[config.mk]
export PLATFORM = sky130hd
export DESIGN_NAME = lap_bank_ctrl
export DESIGN_NICKNAME = d
export VERILOG_FILES = /design/src/rtl/lap_bank_ctrl.sv
export SDC_FILE = /design/constraint.sdc
export NUM_CORES = 1
export LEC_CHECK = 0
export BUFFER_PORTS_ARGS = -buffer_cell sky130_fd_sc_hd__buf_2
export CORE_UTILIZATION = 63
export DETAILED_ROUTE_END_ITERATION = 8
export GPL_ROUTABILITY_DRIVEN = 0
export GPL_TIMING_DRIVEN = 0
export MAX_ROUTING_LAYER = met4
export PLACE_DENSITY_LB_ADDON = 0.3
export REMOVE_ABC_BUFFERS = 1
export SLEW_MARGIN = 20
export SYNTH_ARGS = -nofsm -noshare
export SYNTH_HDL_FRONTEND = slang
export SYNTH_SLANG_ARGS = --single-unit
[constraint.sdc]
create_clock -name CP -period 7.2 [get_ports CP]
set_clock_uncertainty 0.05 [all_clocks]
set_input_delay 0.72 -clock CP [delete_from_list [all_inputs] [get_ports CP]]
set_output_delay 0.72 -clock CP [all_outputs]
set_load 0.05 [all_outputs]
[src/rtl/lap_bank_ctrl.sv]
// lap_bank_ctrl - lap-memory controller for the stopwatch.
// Stores up to DEPTH = 2**AW lap entries ({min,s,ms}, BCD bytes) while in
// record mode and steps through them oldest-first while in recall mode.
// Optional build macro: LAP_OVERWRITE_EN. When it is defined, a lap taken while
// the bank is full overwrites the oldest entry, so the bank holds the last DEPTH
// laps. When it is undefined, a lap taken while the bank is full is ignored.
//
// state  | meaning
// S_REC  | record: LAP stores a lap, NEXT clears the bank
// S_LOAD | one-cycle fetch of the oldest lap on entry to recall
// S_RCL  | recall: NEXT steps to the next stored lap, wrapping to the oldest
module lap_bank_ctrl #(
   parameter int AW = 2
) (
   input  logic          CP,
   input  logic          RST,
   input  logic          MODE,
   input  logic          LAP,
   input  logic          NEXT,
   input  logic [7:0]    min,
   input  logic [7:0]    s,
   input  logic [7:0]    ms,
   output logic [23:0]   Dout,
   output logic [AW-1:0] IDX,
   output logic [AW:0]   CNT,
   output logic          FULL,
   output logic          EMPTY,
   output logic          ZERO
);

   localparam int DEPTH = 2 ** AW;
   localparam logic [AW:0] DEPTH_C = (AW+1)'(DEPTH);

   localparam logic [1:0] S_REC  = 2'd0;
   localparam logic [1:0] S_LOAD = 2'd1;
   localparam logic [1:0] S_RCL  = 2'd2;

   logic [1:0]    state;
   logic [23:0]   mem [DEPTH];
   logic [AW-1:0] wp;
   logic          LAP_d;
   logic          NEXT_d;
   logic          armed;

   logic          lap_p;
   logic          nxt_p;
   logic [23:0]   live;
   logic [AW-1:0] oldest;
   logic [AW:0]   cnt_m1;
   logic [AW-1:0] idx_nxt;
   logic [AW-1:0] step_addr;
   logic          store;

   // Key edge pulses, flags and address arithmetic. The armed flag masks the
   // first cycle after reset so a key already held during reset gives no pulse.
   always_comb begin
      lap_p     = armed & LAP & ~LAP_d;
      nxt_p     = armed & NEXT & ~NEXT_d;
      live      = {min, s, ms};
      FULL      = (CNT == DEPTH_C);
      EMPTY     = (CNT == '0);
      oldest    = wp - CNT[AW-1:0];
      cnt_m1    = CNT - (AW+1)'(1);
      idx_nxt   = ({1'b0, IDX} == cnt_m1) ? '0 : IDX + AW'(1);
      step_addr = oldest + idx_nxt;
`ifdef LAP_OVERWRITE_EN
      store     = RST && (state == S_REC) && lap_p && !nxt_p;
`else
      store     = RST && (state == S_REC) && lap_p && !nxt_p && !FULL;
`endif
   end

   // Lap storage; contents are don't-care after a clear so no reset is needed.
   always_ff @(posedge CP) begin
      if (store)
         mem[wp] <= live;
   end

   // Sequencing FSM, bank pointers and registered display outputs.
   always_ff @(posedge CP) begin
      if (!RST) begin
         state  <= S_REC;
         Dout   <= '0;
         ZERO   <= 1'b1;
         IDX    <= '0;
         CNT    <= '0;
         wp     <= '0;
         LAP_d  <= 1'b0;
         NEXT_d <= 1'b0;
         armed  <= 1'b0;
      end else begin
         LAP_d  <= LAP;
         NEXT_d <= NEXT;
         armed  <= 1'b1;
         case (state)
            S_REC: begin
               if (nxt_p) begin
                  CNT  <= '0;
                  wp   <= '0;
                  Dout <= '0;
                  ZERO <= 1'b1;
               end else if (store) begin
                  wp   <= wp + AW'(1);
                  if (!FULL)
                     CNT <= CNT + (AW+1)'(1);
                  Dout <= live;
                  ZERO <= (live == 24'd0);
               end
               if (MODE)
                  state <= S_LOAD;
            end
            S_LOAD: begin
               if (!MODE) begin
                  state <= S_REC;
               end else begin
                  IDX   <= '0;
                  state <= S_RCL;
                  if (EMPTY) begin
                     Dout <= '0;
                     ZERO <= 1'b1;
                  end else begin
                     Dout <= mem[oldest];
                     ZERO <= (mem[oldest] == 24'd0);
                  end
               end
            end
            S_RCL: begin
               if (!MODE) begin
                  state <= S_REC;
               end else if (nxt_p && !EMPTY) begin
                  IDX  <= idx_nxt;
                  Dout <= mem[step_addr];
                  ZERO <= (mem[step_addr] == 24'd0);
               end
            end
            default: state <= S_REC;
         endcase
      end
   end

endmodule

==> flow_summary_export.csv, run 1 <==
group,metric,value,unit
worst_setup_path,crit_path_end_kind,"register",
power_and_ir_drop,pwr_density_cell,279,nW/um^2
power_and_ir_drop,p_sw,555,uW
drt,wl_per_cell,23.2,um
drt,route.detailed.vias_per_inst,6.82,
power_and_ir_drop,comb_power_share,0.159,
synthesis,synthFlopType,"edfxtp_1",
worst_setup_path,crit_required,7.61,ns
synthesis,yosysSeqAreaShare,0.558,
synthesis,syn_avg_cell_area,13.7,sq um
timing,worst_pin_slew,1.18,ns
clock_tree,clkTransAtPathRegs,0.06,ns
min_path,min_from,"LAP",
worst_setup_path,regToRegEndpoint,"ZERO",
worst_setup_path,worst_setup_path_start_kind,"register",
final_layout,drive_gt1_frac,0.285,
drt,via_count,4569,
timing,fin_tns_setup,0,ns
timing,hold_viol,0,
timing,timing.fmax,255,MHz
grt,grt_usage,0.327,
synthesis,synth_xor_area_frac,0.0158,
clock_tree,cts_root_buf,"clkbuf_8",
die,die_h,103,um
clock_tree,cts_made_buffers,17,
die,core,9860,sq um
grt,grt_max_degree,47,
final_layout,nets,566,
grt,grt_pass1_vias,4477,
min_path,hold-path-endpoint,"LAP_d",
synthesis,synthArstFlopShare,0,
grt,grt_pass1_wl,23900,um
clock_tree,postCtsSetupBuffers,0,
grt,antenna_found_initial,0,
worst_setup_path,worst_r2r_startpoint,"wp[0]",
die,start_util,0.658,
final_layout,antenna_cells,0,
worst_setup_path,worst_path_max_delay_cell,"xnor2_4",
power_and_ir_drop,p_leak,0.00265,uW
worst_setup_path,slowest_delay,0.87,ns
min_path,hold_class,"input port to register",
worst_setup_path,timing.critical_path.buf_inv,2,
final_layout,post-route-util,0.771,
die,die-area,10700,sq um
drt,first_iter_violations,453,
die,num_rows,36,
clock_tree,htreeDepth,4,
worst_setup_path,crit_type,"register to register",
clock_tree,clkSinkCount,133,
synthesis,post-synth-top-count-cell,"edfxtp_1",
drt,ant_nets,0,
die,die_x,103,um
die,io_pins,61,
clock_tree,cts_tree,"built",
drt,drt_first_pass_iters,5,
synthesis,synth_compound_area_frac,0.106,
drt,route.detailed.drc,0,
synthesis,synth.distinct_cells,43,
power_and_ir_drop,irDropWorstVdd,0.209,mV
synthesis,synth_commonest_cells,"edfxtp_1, nand2_1, mux4_2",
worst_setup_path,r2r_cells,11,
clock_tree,cts_buffer_depth,2,
outcome,status,"completed",
min_path,hold_depth,2,
job,drv_cap,0,
synthesis,ys_ff_latch,133,
synthesis,netlist_area,6490,sq um
placed_design,portBuffers,60,
synthesis,synth_top_area_share,0.444,
grt,gr-total-overflow,0,
timing,drv_slew,0,
timing,fin_crit_sh,0.545,
synthesis,ys_warn_count,0,
power_and_ir_drop,intPower,1570,uW
synthesis,synth_top_family_by_area,"multiplexers",
synthesis,muxShareOfSynthArea,0.174,
worst_setup_path,reg2reg_slack,3.28,ns
timing,fin_crit,3.92,ns
synthesis,synth_enable_flop_cells,96,
synthesis,synth_fa_ha_area_frac,0.0251,
clock_tree,clk_latency,0.53,ns
timing,relSlewSlack,0.211,
timing,rsz0062_at_grt,"no",
drt,wirelength,15500,um
clock_tree,post_cts_resized,0,
worst_setup_path,worstPathArrival,4.33,ns
worst_setup_path,path_cells,"inv_1 -> ha_2 -> xnor2_2 -> xnor2_4 -> xnor2_2 -> xnor2_4 -> buf_16 -> mux4_2 -> nor4_1 -> nand4_1 -> o21ai_1",
clock_tree,hold_buffers,0,
synthesis,yosys-top-cells-area,"edfxtp_1, mux4_2, dfxtp_1",
power_and_ir_drop,clockPowerShare,0.437,
power_and_ir_drop,seq_power_share,0.404,
worst_setup_path,crit_fanout,25,
synthesis,yosys.area.top_type,"edfxtp_1",
timing,report.final.setup_viol,0,
placed_design,dp_hpwl,9580,um
power_and_ir_drop,sw_frac_of_total,0.261,
synthesis,syn_inst,472,
synthesis,synth-simple-area-share,0.0916,
worst_setup_path,path_delay_family,"XOR/XNOR gates",
final_layout,synthToLayoutAreaGrowth,17.3,%
## cells by family after synthesis
logic type      count (synthesis)
flops                         133
mux                            51
simple gates                  128
compound gates                 95
xor+xnor                        7
fa+ha+maj                      13
buf+inv                        45
## state kept, by name, summed over array words and instances (netlist names)
signal,flops
mem,96
Dout,24
ZERO,1
NEXT_d,1
state,2
IDX,2
LAP_d,1
CNT,3
wp,2
armed,1
## cell usage in the layout (no fill, tap or decap), drive strengths merged, types with 5 or more instances in the layout
cell type,n
mux4,48
a311o,20
xnor2,6
a21oi,26
o21ai,9
ha,13
a21boi,21
edfxtp,96
nand2,68
nor4,17
inv,14
nor2,13
and2,7
a22o,5
bufinv,5
dfxtp,37
clkbuf,19
buf,65
nor2b,8
## metrics by stage
stage | hold WS (ns) | cell area, sq um | std cells | setup WS (ns) | total power [uW]
CTS | 0.359 | 7610 | 670 | 3.36 | 2130
global placement | 0.388 | 6810 | 633 | 1.43 | 1180
finish | 0.374 | 7610 | 670 | 3.28 | 2130
floorplan | 0.509 | 6340 | 440 | 2.91 | 1100
detailed placement | 0.394 | 6970 | 638 | 3.42 | 1210
global route | 0.372 | 7610 | 670 | 3.05 | 2180
## final cells by class
class,count,area [sq um]
flip-flops and latches,133,3620
multi-input cells,294,2720
fillers,558,2250
clock buffers,19,432
repair buffers,65,418
clock inverters,13,204
well taps,133,166
inverters,13,48.8
## worst reg2reg max path, cell delays in order (launching register included)
cell	delay [ns]
dfxtp_1	0.41
inv_1	0.11
ha_2	0.20
xnor2_2	0.17
xnor2_4	0.87
xnor2_2	0.22
xnor2_4	0.38
buf_16	0.23
mux4_2	0.36
nor4_1	0.51
nand4_1	0.19
o21ai_1	0.16
## layer usage
metal / part of all wire / vias to the layer above / GRT usage
met5: 0 / - / -
met4: 0.029 / 0 / 0.138
met3: 0.10 / 42 / 0.0780
met2: 0.49 / 305 / 0.498
met1: 0.38 / 2257 / 0.426
li1: - / 1965 / -
## power by group through the flow
stage / combinational (uW) / clock, uW / sequential, uW
2_1_floorplan: 159 / 0 / 941
3_3_place_gp: 311 / 0 / 872
3_5_place_dp: 333 / 0 / 874
4_1_cts: 336 / 932 / 859
5_1_grt: 361 / 962 / 862
6_report: 338 / 929 / 859
## worst max-delay path by stage
stage,startpoint,depth (start not counted),endpoint,slack (ns)
2_1_floorplan,CNT[0],7,Dout[12],2.91
3_3_place_gp,NEXT,9,ZERO,1.43
4_1_cts,wp[0],11,ZERO,3.36
3_5_place_dp,wp[0],11,ZERO,3.42
6_report,wp[0],11,ZERO,3.28
5_1_grt,wp[0],11,ZERO,3.05
(Power assumes the default switching activity.)
==> run 2, diff against run 1 <==
- ABC_AREA: not set -> 1
- CORE_UTILIZATION: 63 -> 60
- clock period: 7.2 -> 3.9 ns (I/O delays scaled with it)
==> run 2 against run 1 <==
Register-to-register slack worse by 2.9 ns. Highest routed layer unchanged. Final cell count is 61% higher. Combinational power grew to 3.3 times the previous value. Sequential power is 86% higher. Synthesized cell count is 89% higher. Via count is 40% higher. Largest power group unchanged. Synthesized area is 9.3% higher. Critical path type unchanged. Power is 110% higher.
==> flow_summary_export.csv, run 2 <==
group,metric,value,unit
clock_tree,cts_tree,"built",
worst_setup_path,crit_fanout,68,
die,core,11500,sq um
clock_tree,clkTransAtPathRegs,0.06,ns
die,die_h,111,um
worst_setup_path,crit_path_end_kind,"register",
synthesis,yosys-top-cells-area,"edfxtp_1, nand2_1, dfxtp_1",
die,io_pins,61,
worst_setup_path,worst_setup_path_start_kind,"register",
clock_tree,htreeDepth,4,
timing,drv_slew,0,
clock_tree,cts_buffer_depth,2,
final_layout,top_register,"mem",
job,drv_cap,0,
power_and_ir_drop,p_total,4430,uW
grt,grt_pass1_vias,6311,
timing,report.final.setup_viol,0,
synthesis,synth.distinct_cells,30,
final_layout,antenna_cells,0,
drt,route.detailed.drc,0,
synthesis,muxShareOfSynthArea,0,
drt,route.detailed.vias_per_inst,5.90,
timing,worst_pin_slew,1.13,ns
final_layout,nets,968,
synthesis,synthArstFlopShare,0,
final_layout,final_common_cell,"nand2_1",
grt,grt_max_degree,69,
synthesis,ys_warn_count,0,
synthesis,synth_top_family_by_area,"simple AND/OR/NAND/NOR gates",
synthesis,synth_fa_ha_area_frac,0.0229,
grt,grt_usage,0.336,
synthesis,netlist_area,7090,sq um
timing,relSlewSlack,0.246,
synthesis,synthFlopType,"edfxtp_1",
clock_tree,clk_latency,0.43,ns
final_layout,final_cell_mix,"nand2_1, o21ai_0, edfxtp_1, inv_1, a21oi_1",
synthesis,yosys.area.top_type,"edfxtp_1",
synthesis,synth_commonest_cells,"nand2_1, o21ai_0, edfxtp_1",
worst_setup_path,crit_required,4.22,ns
drt,via_count,6381,
final_layout,stdcell_count,1082,
die,die_x,111,um
power_and_ir_drop,irDropWorstVdd,0.458,mV
drt,drt_first_pass_iters,6,
power_and_ir_drop,p_leak,0.00353,uW
synthesis,synth_compound_area_frac,0.162,
final_layout,top_regs,"mem (96), Dout (24), CNT (3)",
outcome,status,"completed",
worst_setup_path,crit_type,"register to register",
timing,rsz0062_at_grt,"no",
drt,wirelength,19500,um
final_layout,drive_gt1_frac,0.133,
placed_design,dp_hpwl,11300,um
die,num_rows,39,
worst_setup_path,worstPathArrival,3.81,ns
synthesis,post-synth-top-count-cell,"nand2_1",
drt,first_iter_violations,636,
synthesis,ys_ff_latch,133,
synthesis,synth_enable_flop_cells,96,
grt,antenna_found_initial,0,
synthesis,yosysSeqAreaShare,0.511,
placed_design,portBuffers,60,
timing,timing.fmax,287,MHz
final_layout,synthToLayoutAreaGrowth,16.4,%
synthesis,syn_avg_cell_area,7.96,sq um
final_layout,largest_reg_flops,96,
die,start_util,0.619,
drt,wl_per_cell,18.0,um
drt,ant_nets,0,
clock_tree,hold_buffers,0,
synthesis,synth_xor_area_frac,0.00370,
timing,fin_crit,3.49,ns
power_and_ir_drop,pwr_density_cell,537,nW/um^2
timing,hold_viol,0,
min_path,hold_class,"input port to register",
timing,fin_crit_sh,0.894,
clock_tree,cts_root_buf,"clkbuf_16",
grt,grt_pass1_wl,30600,um
grt,gr-total-overflow,0,
placed_design,place.detailed.instances,1048,
timing,fin_hold_ws,0.105,ns
die,die-area,12300,sq um
synthesis,syn_inst,891,
clock_tree,clkSinkCount,133,
clock_tree,cts_made_buffers,17,
synthesis,synth-simple-area-share,0.214,
synthesis,synth_top_area_share,0.406,
run 2: routing by layer:
| layer | up-vias | track usage | part of all wire |
|---|---|---|---|
| met5 | - | - | 0 |
| met4 | 0 | 0.187 | 0.039 |
| met3 | 76 | 0.0886 | 0.10 |
| met2 | 369 | 0.542 | 0.48 |
| met1 | 2895 | 0.381 | 0.37 |
| li1 | 3041 | - | - |
run 2: critical path: stages (launching register included):
cell     delay, ns
dfxtp_1       0.50
inv_1         0.16
ha_1          0.36
nand2_1       0.08
inv_1         0.04
nor2_2        0.09
nand2_1       0.05
nor2_1        0.12
nor2_1        0.10
ha_4          0.47
buf_16        0.29
nand2_1       0.08
o21ai_0       0.09
nand3_1       0.10
nand2_1       0.11
nand2_1       0.06
nor2_1        0.15
nand2_1       0.06
nor2_1        0.14
nand2_1       0.08
nand2_1       0.06
nand2_1       0.05
nand2_1       0.07
run 2: cell families after synthesis:
kind of cell | count (synthesis)
DFF | 133
buffers and inverters | 148
xor gates and xnor gates | 3
AOI/OAI and AO/OA | 224
and+or+nand+nor | 370
adders and majority gates | 13
run 2: what timing repair did:
item	in CTS	in global routing
setup buffers	1	1
gates resized for setup	1	4
pin swaps	1	1
endpoints found under the setup margin	21	18
run 2: cell type report:
class,instances,area [sq um]
clock buffer,20,467
clock inverter,12,176
fill,844,3210
inverter,95,360
multi-input combinational,610,2940
sequential,133,3620
tap,143,179
timing repair buffer,69,517
run 2: metrics by stage:
step	cell area (sq um)	worst slack, ns	util	TNS (ns)
floorplan	6830	-1.28	-	-30.55
global placement	7310	-2.88	0.638	-87.74
detailed placement	7540	-0.320	0.657	-2.40
CTS	8210	0.0314	0.716	0
global route	8260	0.131	0.720	0
finish	8260	0.413	0.720	0
run 2: where the power goes:
part	leakage [uW]	switching [uW]	internal, uW
clock network	0.000312	609	1120
registers	0.00117	32.1	1570
logic	0.00205	799	305
total	0.00353	1440	2990
run 2: path summary, 6_finish.rpt:
check / start / to / slack, ns / cells past startpoint
setup / recovery: CNT[0] / ZERO / 0.41 / 22
hold / removal: NEXT / NEXT_d / 0.11 / 3
setup reg to reg: CNT[0] / ZERO / 0.41 / 22
hold reg to reg: state[1] / state[1] / 0.47 / 2
